===== config.mk =====
export PLATFORM = sky130hd
export DESIGN_NAME = imem_ctrl
export DESIGN_NICKNAME = d
export VERILOG_FILES = /design/src/rtl/imem_ctrl.sv
export SDC_FILE = /design/constraint.sdc
export NUM_CORES = 1
export LEC_CHECK = 0
export CAP_MARGIN = 5
export CORE_ASPECT_RATIO = 0.7
export CORE_MARGIN = 2
export CORE_UTILIZATION = 30
export DETAILED_ROUTE_END_ITERATION = 8
export PLACE_DENSITY = 0.68
export RECOVER_POWER = 100
export SLEW_MARGIN = 25
export SYNTH_ARGS = -nofsm -noshare
export SYNTH_HDL_FRONTEND = slang
export SYNTH_SLANG_ARGS = --single-unit

===== constraint.sdc =====
create_clock -name clk -period 1.4 [get_ports clk]
set_clock_uncertainty 0.15 [all_clocks]
set_input_delay 0.28 -clock clk [delete_from_list [all_inputs] [get_ports clk]]
set_output_delay 0.28 -clock clk [all_outputs]
set_load 0.005 [all_outputs]

===== src/rtl/imem_ctrl.sv =====
// Instruction memory port owner: clears the array after reset, then arbitrates fetch reads vs loader writes.
// Latency: fetch_inst/fetch_valid/fetch_err one cycle after the request edge; load_done one cycle after the last write.
// Backpressure: fetch_stall while clearing/loading; load_ready only in LOAD, a word is taken on any load_valid cycle.
module imem_ctrl #(
    parameter int ADDR_W         = 7,
    parameter int DATA_W         = 32,
    parameter bit CLEAR_ON_RESET = 1'b1
) (
    input  logic              clk,
    input  logic              rst,
    input  logic              fetch_req,
    input  logic [31:0]       fetch_pc,
    output logic [DATA_W-1:0] fetch_inst,
    output logic              fetch_valid,
    output logic              fetch_err,
    output logic              fetch_stall,
    input  logic              load_start,
    input  logic              load_valid,
    input  logic [DATA_W-1:0] load_data,
    input  logic              load_last,
    output logic              load_ready,
    output logic              load_done,
    output logic              busy,
    output logic [ADDR_W-1:0] mem_addr,
    output logic [DATA_W-1:0] mem_wdata,
    output logic              mem_we,
    input  logic [DATA_W-1:0] mem_rdata
);

    typedef enum logic [1:0] {
        S_CLEAR = 2'd0,
        S_RUN   = 2'd1,
        S_LOAD  = 2'd2
    } state_t;

    localparam state_t              RST_STATE = CLEAR_ON_RESET ? S_CLEAR : S_RUN;
    localparam logic [ADDR_W-1:0]   LAST_ADDR = {ADDR_W{1'b1}};

    state_t              state_q;
    logic [ADDR_W-1:0]   clr_cnt_q;
    logic [ADDR_W-1:0]   ld_cnt_q;
    logic [DATA_W-1:0]   fetch_inst_q;
    logic                fetch_valid_q;
    logic                fetch_err_q;
    logic                load_done_q;
    logic                pc_bad;
    logic [ADDR_W-1:0]   pc_word;

    assign pc_word = fetch_pc[ADDR_W+1:2];
    assign pc_bad  = (fetch_pc[1:0] != 2'b00) || (fetch_pc[31:ADDR_W+2] != '0);

    always_ff @(posedge clk or negedge rst) begin
        if (!rst) begin
            state_q       <= RST_STATE;
            clr_cnt_q     <= '0;
            ld_cnt_q      <= '0;
            fetch_inst_q  <= '0;
            fetch_valid_q <= 1'b0;
            fetch_err_q   <= 1'b0;
            load_done_q   <= 1'b0;
        end else begin
            load_done_q <= 1'b0;
            case (state_q)
                S_CLEAR: begin
                    fetch_valid_q <= 1'b0;
                    fetch_err_q   <= 1'b0;
                    clr_cnt_q     <= clr_cnt_q + 1'b1;
                    if (clr_cnt_q == LAST_ADDR) begin
                        state_q <= S_RUN;
                    end
                end
                S_RUN: begin
                    // The fetch presented alongside load_start is still served this edge.
                    if (fetch_req) begin
                        fetch_valid_q <= 1'b1;
                        fetch_err_q   <= pc_bad;
                        fetch_inst_q  <= pc_bad ? '0 : mem_rdata;
                    end else begin
                        fetch_valid_q <= 1'b0;
                        fetch_err_q   <= 1'b0;
                    end
                    if (load_start) begin
                        state_q  <= S_LOAD;
                        ld_cnt_q <= '0;
                    end
                end
                S_LOAD: begin
                    fetch_valid_q <= 1'b0;
                    fetch_err_q   <= 1'b0;
                    if (load_valid) begin
                        ld_cnt_q <= ld_cnt_q + 1'b1;
                        // Writing the top word ends the burst rather than wrapping onto word 0.
                        if (load_last || (ld_cnt_q == LAST_ADDR)) begin
                            state_q     <= S_RUN;
                            load_done_q <= 1'b1;
                        end
                    end
                end
                default: begin
                    state_q <= RST_STATE;
                end
            endcase
        end
    end

    always_comb begin
        mem_addr  = pc_word;
        mem_wdata = '0;
        mem_we    = 1'b0;
        case (state_q)
            S_CLEAR: begin
                mem_addr = clr_cnt_q;
                mem_we   = 1'b1;
            end
            S_LOAD: begin
                mem_addr  = ld_cnt_q;
                mem_wdata = load_data;
                mem_we    = load_valid;
            end
            default: begin
                mem_addr = pc_word;
            end
        endcase
    end

    assign busy        = (state_q != S_RUN);
    assign fetch_stall = fetch_req & busy;
    assign load_ready  = (state_q == S_LOAD);
    assign fetch_inst  = fetch_inst_q;
    assign fetch_valid = fetch_valid_q;
    assign fetch_err   = fetch_err_q;
    assign load_done   = load_done_q;

endmodule


Yosys cells after proc, flatten, opt, wreduce, memory -nomap -nowiden
Index checks and enable logic that the tools add are counted.
{"block": "word_totals", "regBits": 51, "input_bits": 102, "elab_cells": 49}
{"block": "op_classes", "n_addsub": 2, "eq_ne": 9, "muxes": 19, "n_bitwise": 1, "reduce_logical": 11}
{"operator": "32-bit 2-to-1 mux", "count": 2}
{"operator": "7-bit case mux with 2 select lines", "count": 2}
{"operator": "23-bit nonzero test", "count": 1}
{"operator": "7-bit by 1-bit adder with 7-bit output, second input constant", "count": 2}
{"operator": "7-bit == test, second input constant", "count": 2}
{"operator": "7-bit 2-to-1 mux", "count": 2}
{"operator": "2-bit 2-to-1 mux", "count": 4}
{"operator": "2-bit != test, second input constant", "count": 3}
{"operator": "1-bit case mux with 2 select lines", "count": 3}
{"operator": "2-bit case mux with 3 select lines", "count": 1}
{"operator": "2-bit nonzero test", "count": 3}
{"operator": "1-bit 2-to-1 mux", "count": 5}
{"operator": "2-bit by 1-bit != test with 1-bit output, second input constant", "count": 2}
{"operator": "4-bit AND reduction", "count": 1}
{"operator": "3-bit AND reduction", "count": 1}
{"operator": "2-bit by 1-bit == test with 1-bit output, second input constant", "count": 1}
{"operator": "2-bit == test, second input constant", "count": 1}
{"operator": "2-bit zero test", "count": 1}
{"operator": "1-bit logical OR", "count": 2}
{"operator": "2-bit AND reduction", "count": 1}
{"operator": "2-bit OR reduction", "count": 1}
{"operator": "1-bit bitwise AND", "count": 1}

Depth between registers and ports, before layout
{"block": "depth", "ltp_word": 5, "depth_mapped": 5, "mapped_depth_nobuf": 4}

Worst setup path after synthesis
Ideal clock, no wire load.
{"block": "synth_timing", "path_kind": "flip-flop to output port", "startpoint": "reg state_q[0]", "endpoint": "out mem_wdata[22]", "arrival_ns": 1.154, "slack_ns": -0.184, "path_stages_with_launch": 5, "n_path_buf": 2, "path_cell_list": "dfrtp_1 -> buf_6 -> nor2b_1 -> clkbuf_1 -> and2_1"}
{"block": "synth_between", "elab_chain_cells": 2}
{"item": "start: declaration", "line": "39", "source": "state_t state_q;"}
{"item": "start signal: assignment", "line": "54", "source": "state_q <= RST_STATE;"}
{"item": "start signal: assignment", "line": "69", "source": "state_q <= S_RUN;"}
{"item": "start signal: assignment", "line": "83", "source": "state_q <= S_LOAD;"}
{"item": "2-bit == test"}
{"item": "via load_ready", "line": "21", "source": "output logic load_ready,"}
{"item": "32-bit 2-to-1 mux", "line": "110", "source": "case (state_q)"}
{"item": "end: declaration", "line": "25", "source": "output logic [DATA_W-1:0] mem_wdata,"}
The timed path passes the listed nets, and every way through them passes these cells.

Final worst setup path
{"block": "layout_timing", "startpoint": "reg state_q[1]", "endpoint": "out mem_wdata[18]"}
{"block": "layout_between", "elab_chain_cells": 2}
{"item": "2-bit == test", "line": "110"}
{"item": "32-bit 2-to-1 mux", "line": "110"}
No other way between the ends.

==> impl_metrics.env <==
export IMPL_core_area_sq_mm=0.00983
export IMPL_yosysWarnings=0
export IMPL_final_cells=703
export IMPL_period_share=1.32
export IMPL_synth_cells=320
export IMPL_ys_seq_area_frac=0.415
export IMPL_vias=3610
export IMPL_die_area_sq_mm=0.0111
export IMPL_path_clk_slew_ps=70
export IMPL_relSlewSlack=0.683
export IMPL_synth_most_common_cell="dfrtp_1"
export IMPL_drt_iter0_markers=139
export IMPL_hold_class="register to register"
export IMPL_tightest_slew_ps=475
export IMPL_vias_per_cell=5.14
export IMPL_synth_distinct_cells=42
export IMPL_yosys_most_used_dff="dfrtp_1"
export IMPL_synth_area_sq_mm=0.00308
export IMPL_power_mw=5.68
export IMPL_crit_type="register to output port"
export IMPL_maxCapViolCount=0
export IMPL_fmax_ghz=0.541
export IMPL_clk_latency_ps=290
export IMPL_fp_dieW_um=125
export IMPL_route_detailed_drc=0
export IMPL_grt_max_degree=52
export IMPL_arrival_ps=1420
export IMPL_layout_drive_gt1_share=0.419
export IMPL_syn_num_nets=424
export IMPL_fp_row_count=30
export IMPL_final_min_clock_period_ps=1850
export IMPL_drv_slew=0
export IMPL_grt_pass1_wl_um=18500
export IMPL_synth_edf_count=0
export IMPL_htree_levels=2
export IMPL_initial_core_util=0.313
export IMPL_fillers=740
export IMPL_dp_cells=639
export IMPL_rsz0062_at_grt="true"
export IMPL_crit_required_ps=970
export IMPL_synth_top_area_frac=0.415
export IMPL_timing_final_ws_setup_ps=-448
export IMPL_dpl_hpwl_um=7730
export IMPL_wl_um=13300
export IMPL_start_kind="register"
export IMPL_antenna_found_initial=0
export IMPL_worstSetupEndpointType="output port"
export IMPL_root_buffer="clkbuf_16"
export IMPL_synthArstFlopShare=1.00
export IMPL_p_leak_nw=2.93
export IMPL_final_nets=678
export IMPL_syn_avg_cell_area_sq_um=9.61
export IMPL_clock_sinks=51
export IMPL_crit_path_max_fanout=16
export IMPL_place_gp_congestion=0.832
export IMPL_ant_nets=0
export IMPL_ys_top_cells_by_count="dfrtp_1 (51), nand2_1 (47), and2_1 (33)"
export IMPL_outcome="finished, violations left"
export IMPL_cts_buffers_inserted=5
export IMPL_dr_pass1_iters=4
export IMPL_cts_tree="built"
export IMPL_grt_util_all_layers=0.208
export IMPL_die_height_um=88.7
export IMPL_grt_overflow_total=0
export IMPL_routedWlPerCell_um=19.0
export IMPL_grt_pass1_vias=3585
export IMPL_clockBufferDepth=2
export IMPL_fin_util=0.660
export IMPL_synth_seq_cells=51
export IMPL_violations="setup timing"
export IMPL_antenna_cells=0
export IMPL_synth_area_leaders="dfrtp_1 (41%), o31ai_2 (6.9%), and2_1 (6.7%)"
export IMPL_numPortBuffers=179
export IMPL_power_density_mw_per_mm2=875
export IMPL_finalSetupViolCount=93
export IMPL_area_growth_pct=111
export IMPL_timing_hold_ws_ps=324
export IMPL_vdd_drop_max_uv=736
export IMPL_synth_top_area_cell="dfrtp_1"
export IMPL_finalHoldViolations=0
export IMPL_dp_slack_ps=-561
export IMPL_io_pins=180
## where the power goes
part	switching (mW)	internal, mW
registers	0.155	1.63
logic	1.04	1.60
clock network	0.576	0.674
total	1.78	3.90
## flip-flops by register name, indices dropped and copies added, names as in the netlist
name         flops
fetch_inst      32
fetch_valid      1
load_done        1
state_q          2
ld_cnt_q         7
clr_cnt_q        7
fetch_err        1
## cell type report
class | instances | area, sq um | share of cell area
Clock buffer | 5 | 125 | 0.0193
Clock inverter | 3 | 22.5 | 0.00347
Inverter | 2 | 7.51 | 0.00116
Multi-Input combinational cell | 237 | 1990 | 0.307
Sequential cell | 51 | 1280 | 0.197
Tap cell | 128 | 160 | 0.0247
Timing Repair Buffer | 277 | 2910 | 0.448
## final timing paths
kind	start	endpoint	slack, ps	cells past startpoint
min reg2reg	fetch_inst[2]	fetch_inst[2]	320	2
max reg2reg	state_q[0]	fetch_inst[8]	-360	7
max in group asynchronous	rst	fetch_inst[2]	340	3
min in group asynchronous	rst	fetch_inst[10]	410	3
min	fetch_inst[2]	fetch_inst[2]	320	2
max	state_q[1]	mem_wdata[18]	-450	4
## cell families after synthesis
kind of cell               count (synthesis)  synth area share
xor gates and xnor gates                   7            0.0199
AOI/OAI and AO/OA                         56             0.142
adders and majority gates                  2           0.00813
muxes                                     10            0.0329
and+or+nand+nor                          162             0.331
buffers and inverters                     32            0.0512
DFF                                       51             0.415
## worst max-delay path, stage by stage, from the launching register on
cell and delay [ps]:
dfrtp_1 400, nor2b_4 240, buf_12 160, and2_1 130, clkdlybuf4s15_2 200
## stage by stage
stage	area, sq um	setup TNS [ps]
floorplan	3180	-1620
global placement	5330	-36500
detailed placement	5330	-37570
CTS	5950	-35990
global route	6490	-35720
finish	6490	-30110
## per-layer routing
layer  part of all wire  vias up  track usage
met4             0.0066        0       0.0313
li1                   -     1680            -
met1               0.43     1725        0.275
met2               0.48      195        0.355
met3              0.084       10       0.0544
met5                  0        -            0
## placed cells by master, fill, tap and decap left out, types with 14 or more instances in the layout
cell type        netlist  final
o21ai_1               12     16
buf_6                  3     45
buf_2                 12     20
nand4b_1              21     21
nand4_1               15     15
clkdlybuf4s15_1        0     22
nand2_1               47     34
clkdlybuf4s50_1        0     82
buf_4                  0     47
and2_4                 0     19
and2_1                33     14
dlymetal6s2s_1         0     18
dfrtp_1               51     51
o31ai_2               17     17
## what timing repair did
item                                   in CTS  in global routing
hold buffers                                1                  0
setup endpoints to repair                 127                116
resized for setup                         266                119
pin swaps                                  15                 44
setup buffers                              27                 21
endpoints found under the hold margin      51                  0
gates cloned                                7                  9
(Power assumes the default switching activity.)
